===== src/rtl/adc_pkg.sv =====
// Shared ADC definitions: controller state encoding and the default ladder
// width, which the audio playback path also uses for its R2R output.
package adc_pkg;

  // Width of the 7-bit R2R ladder shared with the audio path
  localparam int ADC_WIDTH = 7;

  // Controller states: waiting for a request, or walking the binary search
  typedef enum logic {
    IDLE    = 1'b0,
    CONVERT = 1'b1
  } adc_state_t;

endpackage


===== src/rtl/comp_sync.sv =====
// Two-flop synchronizer for an asynchronous single-bit pin such as the
// external comparator output or a button.
module comp_sync (
  input  logic clk,
  input  logic reset_n,
  input  logic d,
  output logic q
);

  logic meta;

  // Capture the pin, then let any metastability resolve in a second flop
  always_ff @(posedge clk or negedge reset_n) begin
    if (!reset_n) begin
      meta <= 1'b0;
      q    <= 1'b0;
    end else begin
      meta <= d;
      q    <= meta;
    end
  end

endmodule


===== src/rtl/paddle_sar_adc.sv =====
// Successive-approximation controller that reuses the audio R2R ladder as the
// trial DAC and an external comparator to digitise the paddle or line level.
// Each bit is held on the ladder for SETTLE_CYCLES clocks before the
// synchronized comparator decides whether that bit stays set.
module paddle_sar_adc
  import adc_pkg::*;
#(
  parameter int WIDTH         = ADC_WIDTH,
  parameter int SETTLE_CYCLES = 50
) (
  input  logic             clk,
  input  logic             reset_n,
  input  logic             start,
  input  logic             comp_in,
  output logic [WIDTH-1:0] r2r,
  output logic [WIDTH-1:0] sample,
  output logic             valid,
  output logic             busy
);

  localparam int CW = (SETTLE_CYCLES > 2) ? $clog2(SETTLE_CYCLES) : 2;
  localparam int IW = (WIDTH > 1) ? $clog2(WIDTH) : 1;

  localparam logic [WIDTH-1:0] MSB_CODE   = {1'b1, {(WIDTH-1){1'b0}}};
  localparam logic [CW-1:0]    SETTLE_END = CW'(SETTLE_CYCLES - 1);
  localparam logic [IW-1:0]    TOP_INDEX  = IW'(WIDTH - 1);

  adc_state_t       state;
  logic [CW-1:0]    settle_cnt;
  logic [IW-1:0]    bit_idx;
  logic [WIDTH-1:0] trial;
  logic [WIDTH-1:0] result;
  logic [WIDTH-1:0] decided;
  logic             comp_s;

  comp_sync u_comp_sync (
    .clk     (clk),
    .reset_n (reset_n),
    .d       (comp_in),
    .q       (comp_s)
  );

  // Result after resolving the current trial bit: kept when Vin >= Vdac
  always_comb begin
    decided = result;
    if (comp_s) begin
      decided = result | trial;
    end
  end

  // Conversion FSM with settle counter, bit index, trial/result registers
  // and registered ladder, sample, valid and busy outputs
  always_ff @(posedge clk or negedge reset_n) begin
    if (!reset_n) begin
      state      <= IDLE;
      settle_cnt <= '0;
      bit_idx    <= '0;
      trial      <= '0;
      result     <= '0;
      r2r        <= '0;
      sample     <= '0;
      valid      <= 1'b0;
      busy       <= 1'b0;
    end else begin
      valid <= 1'b0;
      case (state)
        IDLE: begin
          if (start) begin
            trial      <= MSB_CODE;
            result     <= '0;
            bit_idx    <= TOP_INDEX;
            settle_cnt <= '0;
            r2r        <= MSB_CODE;
            busy       <= 1'b1;
            state      <= CONVERT;
          end
        end

        CONVERT: begin
          if (settle_cnt == SETTLE_END) begin
            result <= decided;
            if (bit_idx != '0) begin
              trial      <= trial >> 1;
              r2r        <= decided | (trial >> 1);
              bit_idx    <= bit_idx - IW'(1);
              settle_cnt <= '0;
            end else begin
              trial  <= '0;
              r2r    <= decided;
              sample <= decided;
              valid  <= 1'b1;
              busy   <= 1'b0;
              state  <= IDLE;
            end
          end else begin
            settle_cnt <= settle_cnt + CW'(1);
          end
        end

        default: begin
          state <= IDLE;
          busy  <= 1'b0;
        end
      endcase
    end
  end

endmodule


===== config.mk =====
export PLATFORM = sky130hd
export DESIGN_NAME = paddle_sar_adc
export DESIGN_NICKNAME = d
export VERILOG_FILES = /design/src/rtl/adc_pkg.sv /design/src/rtl/comp_sync.sv /design/src/rtl/paddle_sar_adc.sv
export SDC_FILE = /design/constraint.sdc
export NUM_CORES = 1
export LEC_CHECK = 0
export BUFFER_PORTS_ARGS = -buffer_cell sky130_fd_sc_hd__buf_2
export CAP_MARGIN = 30
export CORE_ASPECT_RATIO = 0.8
export CORE_MARGIN = 10
export CORE_UTILIZATION = 60
export CTS_CLUSTER_DIAMETER = 30
export DETAILED_ROUTE_END_ITERATION = 10
export GPL_TIMING_DRIVEN = 0
export PLACE_DENSITY = 0.81
export SYNTH_ARGS = -nofsm -noshare
export SYNTH_HDL_FRONTEND = slang
export SYNTH_HIERARCHICAL = 1
export SYNTH_SLANG_ARGS = --single-unit

===== constraint.sdc =====
create_clock -name clk -period 3 [get_ports clk]
set_input_delay 0.75 -clock clk [delete_from_list [all_inputs] [get_ports clk]]
set_output_delay 0.75 -clock clk [all_outputs]
set_load 0.01 [all_outputs]

Yosys cells after proc, flatten, opt, wreduce, memory -nomap -nowiden --
Index checks and enable logic that the tools add are counted. W data, S select, Z words.
Word-level totals: output and inout bits 16, memories 0, bits in writable memories 0, input bits 4, bits in read-only memories 0, word-level logic and storage cells 59, bits in latches 0, flip-flop bits (word level) 42
Operators by class: shift operators 0, divide/modulo/power cells 0, muxes and demuxes 30, bitwise logic cells 4, multiply operators 0, add/subtract/negate cells 2, equal/unequal tests 6, $lt $le $gt $ge 0, reduce and logical (&&, ||, !) cells 6
Operators by type and width (number):
- $mux W7 | 7
- $pmux W7 S2 | 3
- $mux W6 | 4
- $pmux W6 S2 | 1
- $mux W1 | 9
- $mux W3 | 3
- $reduce_and A3 Y1 | 3
- $or A7 B6 Y7 | 1
- $or A7 B7 Y7 | 1
- $add A6 B1 Y6 const B | 1
- $eq A6 B6 Y1 const B | 1
- $pmux W3 S2 | 1
- $ne A2 B1 Y1 const B | 2
- $ne A2 B2 Y1 const B | 2
- $pmux W1 S2 | 2
- $reduce_and A2 Y1 | 2
- $ne A3 B2 Y1 const B | 1
- $reduce_bool A3 Y1 | 1
- $sub A3 B1 Y3 const B | 1
- $not A1 Y1 | 2

Depth between registers and ports, before layout --
Gate-level depths: netlist (run 1).
word-level depth 6, gate-level depth with buffers 7, depth with buffers taken out 7

By module --
Netlist (run 1), hierarchy kept.
By module, submodules not included:
- paddle_sar_adc | cells an instance 163, area each 1834.3 um^2, times used 1
- comp_sync | cells an instance 2, area each 50.0 um^2, times used 1

Least setup slack after synthesis (run 1) --
Ideal clock, no wire load.
path kind reg-to-reg, from register settle_cnt[1], to register sample[0], setup slack 1266 ps, buffers on the path 0, arrival time 1606 ps, stages on the path, launching flop included 8, clock period less this slack 1734 ps, cells stage by stage dfrtp_1 inv_1 ha_1 nand4_2 nor2_4 nand2_4 inv_4 mux2_1
On the way: longest elaborated chain between the ends 2
Ends and longest elaborated chain:
- start: declaration | RTL line paddle_sar_adc.sv:29 | logic [CW-1:0] settle_cnt;
- start signal: assignment | RTL line paddle_sar_adc.sv:96 | settle_cnt <= settle_cnt + CW'(1);
- $eq A6 B6 Y1 | RTL line paddle_sar_adc.sv:80 | if (settle_cnt == SETTLE_END) begin
- $reduce_and A3 Y1 (no line)
- end signal: assignment | RTL line paddle_sar_adc.sv:90 | sample <= decided;
- end: declaration | RTL line paddle_sar_adc.sv:16 | output logic [WIDTH-1:0] sample,
No other way between the ends. A chain may end at the register's enable or synchronous reset.

Worst setup path in the final report (run 1) --
from register settle_cnt[1], to register sample[1]
Same word-level chain as after synthesis.

==> metrics.csv, run 1 <==
stage,metric,value,unit
placed_design,dp.cells,224,
yosys,yosysTopAreaCellShare,0.558,
worst_setup_path,r2r_start,settle_cnt[1],
final_layout,design_area,2110,sq um
sta,rsz0062_at_grt,false,
min_path,hp-start,u_comp_sync/meta,
global_route,antenna_found_initial,0,
final_layout,final_common_cell,dfrtp_1,
detailed_routing,firstDrtPassIters,4,
final_layout,stdcell_count,231,
detailed_routing,avgRoutedWirePerCell,16.4,um
clock_network,path_clk_slew,70,ps
min_path,holdPathEnd,u_comp_sync/q,
worst_setup_path,worstSetupEndpointType,register,
final_layout,diodes,0,
yosys,ys.flop_type,dfrtp_1,
worst_setup_path,rrSetupSlack,1080,ps
die,die_w,82.7,um
detailed_routing,viasPerCell,5.79,
clock_network,cts_hold_buffers,0,
die,initial_core_util,0.620,
sta,timing.final.crit_share,0.639,
power,power.density,769,nW/um^2
clock_network,post_cts_buffers,0,
worst_setup_path,start_kind,register,
final_layout,multi_input_area,785,sq um
yosys,synth-edff-count,0,
yosys,synthTopCellsByArea,"dfrtp_1 56%, a21o_1 4.8%, nand2_1 3.4%, a21oi_1 3.2%, ha_1 2.7%",
global_route,grt_usage,0.139,
placed_design,placed_area,2030,sq um
worst_setup_path,ff2ff_path_depth,7,
clock_network,cts_tree,built,
detailed_routing,drt_iter0_drc,100,
yosys,yosysUniqueCellTypes,45,
outcome,status,"complete, no violations",
sta,skew,9.83,ps
detailed_routing,via_count,1337,
final_layout,layout-drive-gt1-share,0.215,
global_route,first_global_vias,1350,
final_layout,layout.nets,199,
sta,slew_headroom,0.399,
global_route,overflow,0,
global_route,grt_pass1_wl,6.40,mm
die,ioPinCount,20,
sta,hold_slack,353,ps
yosys,syn_avg_cell_area,11.4,sq um
detailed_routing,drtAntennaViolNets,0,
clock_network,htree_levels,2,
yosys,yosysWarningCount,6,
detailed_routing,drt-total-wl,3.78,mm
flow_run,max_cap_viol_count,0,
clock_network,max-clock-path-buffers,2,
worst_setup_path,required,3170,ps
worst_setup_path,arrival,2090,ps
sta,worst_pin_slew,902,ps
clock_network,clock-sinks,42,
final_layout,synthToLayoutAreaGrowth,11.8,%
clock_network,numCtsBuffers,5,
die,die_area,5800,sq um
final_layout,fill_cells,237,
final_layout,seq_area,1050,sq um
sta,finalSetupTns,0,ps
sta,finalSetupViolCount,0,
yosys,syn_inst,165,
die,fp.dieH,70.1,um
yosys,synth_nets,173,
die,core,3040,sq um
yosys,ys_async_sr_fraction,1.00,
placed_design,gp_congestion,0.801,
clock_network,clock_latency,290,ps
sta,max_freq,522,MHz
worst_setup_path,crit_fanout,6,
power,p_leak,0.00112,uW
placed_design,io_buffers,19,
yosys,yosys_register_bits,42,
die,rows,18,
final_layout,final_cell_mix,"42 x dfrtp_1, 20 x buf_2, 17 x nand2_1",
worst_setup_path,worst-setup-path-type,register to register,
yosys,yosys.area.top_type,dfrtp_1,
min_path,hp-class,register to register,
sta,fin_crit,1920,ps
min_path,whs_path_depth,0,
sta,hold_viol,0,
worst_setup_path,worstReg2RegEnd,sample[1],
sta,maxSlewViolCount,0,
clock_network,cts-root-buf,clkbuf_8,
global_route,grt_max_degree,43,
placed_design,place_hpwl,2.75,mm
power,ir_drop,595,uV
clock_network,post_cts_resized,0,
yosys,synth_area,1880,sq um
detailed_routing,post-route-drc-count,0,
yosys,ys_seq_area_frac,0.558,
[critical path, stage by stage, from the launching register on]
cell     delay, ps
dfrtp_1        390
inv_1           70
ha_1           350
nand4_2        220
nor2_4         220
nand2_4        100
inv_4          110
mux2_1         330
[kinds of logic (layout without fill, tap and decap cells)]
kind of cell | Yosys count | count (layout) | share of synthesized area
AOI/OAI and AO/OA | 52 | 52 | 0.207
xor gates and xnor gates | 1 | 1 | 0.00465
adders and majority gates | 4 | 4 | 0.0266
buffers and inverters | 10 | 36 | 0.0259
DFF | 42 | 42 | 0.558
muxes | 6 | 6 | 0.0365
and+or+nand+nor | 50 | 50 | 0.141
[layer usage]
metal / GRT usage / vias up / wire length, um / part of all wire
met1: 0.185 / 670 / 1780 / 0.47
met3: 0.0473 / 5 / 229 / 0.061
li1: - / 638 / - / -
met5: 0 / - / 0 / 0
met4: 0.0371 / 0 / 27 / 0.0071
met2: 0.207 / 24 / 1750 / 0.46
[sequential cells by signal, indices dropped and copies added, names as in the netlist]
name and count:
sample 7, trial 7, valid 1, busy 1, settle_cnt 6, bit_idx 3
u_comp_sync/meta 1, result 7, r2r 7, u_comp_sync/q 1, state 1
[worst max path at each step]
stage | start | depth (start not counted) | slack (ps) | endpoint
2_1_floorplan | settle_cnt[1] | 7 | 1270 | sample[0]
3_3_place_gp | start | 5 | 1090 | trial[3]
3_5_place_dp | start | 5 | 1050 | trial[3]
4_1_cts | settle_cnt[1] | 7 | 1080 | sample[1]
5_1_grt | settle_cnt[1] | 7 | 990 | sample[1]
6_report | settle_cnt[1] | 7 | 1080 | sample[1]
[Yosys cell counts, types with 3 or more instances]
library cell / count
a211o_1: 3
a21o_1: 12
a21oi_1: 12
a22o_1: 4
and3_1: 3
dfrtp_1: 42
ha_1: 4
inv_1: 4
mux2_1: 3
nand2_1: 17
nand3_1: 3
nor2_1: 13
o21ai_0: 3
o21ai_1: 4
o31ai_1: 3
[report_power, final]
group	leakage [uW]	switching, uW	internal, uW
sequential	0.000539	119	697
combinational	0.000545	256	210
clock	0.0000383	177	160
[stage by stage]
| stage | setup slack [ps] | util | total power [uW] |
|---|---|---|---|
| after global routing | 986 | 0.693 | 1740 |
| after floorplan | 1270 | - | 1160 |
| after CTS | 1080 | 0.693 | 1630 |
| after global placement | 1090 | 0.667 | 1260 |
| final | 1080 | 0.693 | 1620 |
| after detailed placement | 1050 | 0.667 | 1300 |
[cell type report]
class / instances / area share
Inverter: 7 / 0.0137
Clock buffer: 7 / 0.0362
Multi-Input combinational cell: 113 / 0.373
Timing Repair Buffer: 19 / 0.0452
Buffer: 3 / 0.00951
Sequential cell: 42 / 0.499
Tap cell: 40 / 0.0238
Power figures use the tool's default switching activity.
==> run 2, diff against run 1 <==
- CORE_UTILIZATION: 60 -> 52
- PLACE_DENSITY: 0.81 -> 0.75
- clock period: 3 -> 1.6 ns (I/O delays scaled with it)
==> run 2 against run 1 <==
Against the previous run:
- critical path depth is 3 lower
- sequential power is 91% higher
- sequential share of layout area is 3.5 points lower
- final cell count is 5.6% higher
- combinational power is 140% higher
- utilization is 3.7 points lower
- flip-flop and latch count stayed put
- critical path type unchanged
- highest routed layer unchanged
==> metrics.csv, run 2 (synthesized netlist as in run 1, its figures left out) <==
stage,metric,value,unit
outcome,status,"complete, no violations",
detailed_routing,drtAntennaViolNets,0,
detailed_routing,post-route-drc-count,0,
die,core,3470,sq um
worst_setup_path,arrival,1730,ps
worst_setup_path,worst-setup-path-type,register to register,
final_layout,design_area,2270,sq um
sta,worst_pin_slew,898,ps
sta,rsz0062_at_grt,true,
power,power.density,1480,nW/um^2
final_layout,final_cell_mix,"39 x dfrtp_1, 20 x buf_2, 17 x nand2_1",
sta,hold_viol,0,
placed_design,gp_congestion,0.794,
flow_run,max_cap_viol_count,0,
worst_setup_path,crit_fanout,6,
die,die_w,87.3,um
final_layout,final_common_cell,dfrtp_1,
placed_design,place_hpwl,2.80,mm
placed_design,placed_area,2050,sq um
worst_setup_path,start_kind,register,
final_layout,diodes,0,
detailed_routing,drt_iter0_drc,108,
global_route,grt_usage,0.137,
clock_network,cts_tree,built,
die,initial_core_util,0.543,
clock_network,numCtsBuffers,5,
clock_network,cts-root-buf,clkbuf_8,
power,ir_drop,888,uV
die,die_area,6450,sq um
final_layout,synthToLayoutAreaGrowth,20.7,%
die,ioPinCount,20,
power,p_leak,0.00119,uW
detailed_routing,via_count,1394,
die,rows,19,
clock_network,clock_latency,300,ps
die,fp.dieH,73.8,um
worst_setup_path,worstSetupEndpointType,register,
global_route,first_global_vias,1395,
sta,finalSetupTns,0,ps
sta,slew_headroom,0.401,
placed_design,io_buffers,19,
global_route,overflow,0,
clock_network,max-clock-path-buffers,2,
placed_design,dp.cells,226,
final_layout,layout.nets,209,
clock_network,path_clk_slew,70,ps
detailed_routing,firstDrtPassIters,4,
global_route,grt_max_degree,43,
global_route,grt_pass1_wl,6.84,mm
final_layout,stdcell_count,244,
sta,fin_crit,1550,ps
min_path,hp-class,primary input to register,
worst_setup_path,required,1790,ps
sta,timing.final.crit_share,0.967,
detailed_routing,avgRoutedWirePerCell,16.8,um
detailed_routing,viasPerCell,5.71,
final_layout,layout-drive-gt1-share,0.337,
sta,skew,4.84,ps
clock_network,cts_hold_buffers,0,
detailed_routing,drt-total-wl,4.11,mm
clock_network,htree_levels,2,
sta,finalSetupViolCount,0,
clock_network,clock-sinks,42,
global_route,antenna_found_initial,0,
sta,max_freq,646,MHz
sta,maxSlewViolCount,0,
==> run 2: timing repair <==
item / CTS / global route
setup endpoints to repair: 15 / 23
pin swaps: 2 / 5
gates resized for setup: 5 / 12
setup buffers: 3 / 7
==> run 2: cell type report <==
class                           count  area (sq um)
Sequential cell                    42          1050
Clock buffer                        7          86.3
Tap cell                           42          52.6
Timing Repair Buffer               29           183
Clock inverter                      1          5.00
Multi-Input combinational cell    113           842
Fill cell                         275          1200
Inverter                            7          31.3
Buffer                              3          20.0
==> run 2: worst paths after layout <==
| path | to | cells past startpoint | startpoint | slack [ps] |
|---|---|---|---|---|
| min reg2reg | u_comp_sync/q | 0 | u_comp_sync/meta | 350 |
| max reg2reg | r2r[4] | 4 | settle_cnt[3] | 50 |
| max | r2r[4] | 4 | settle_cnt[3] | 50 |
| min | u_comp_sync/meta | 1 | comp_in | 200 |
| max in group asynchronous | settle_cnt[3] | 1 | reset_n | 750 |
| min in group asynchronous | u_comp_sync/meta | 1 | reset_n | 230 |
==> run 2: power breakdown <==
part	leakage (uW)	internal (uW)	total, uW	switching, uW
Clock	0.0000482	348	698	351
Combinational	0.000605	551	1110	554
Sequential	0.000536	1310	1560	250
Total	0.00119	2210	3370	1150
==> run 2: metrics by stage <==
stage / power, uW / hold slack, ps / setup WS, ps / util
CTS: 3260 / 194 / 10.0 / 0.627
detailed placement: 2510 / 337 / -186 / 0.592
finish: 3370 / 203 / 52.0 / 0.655
global route: 3600 / 189 / -26.3 / 0.655
floorplan: 2220 / 104 / 15.8 / -
global placement: 2420 / 331 / -132 / 0.592
==> run 2: per-layer routing <==
layer	part of all wire	track usage	up-vias
met5	0	0	-
met4	0.013	0.0583	0
met3	0.068	0.0398	6
met2	0.46	0.209	39
met1	0.46	0.177	691
li1	-	-	658
==> run 2: worst max-delay path: stages, from the launching register on <==
cell      delay [ps]
dfrtp_2          440
and4bb_4         400
a31oi_4          140
buf_12           170
a211o_1          280
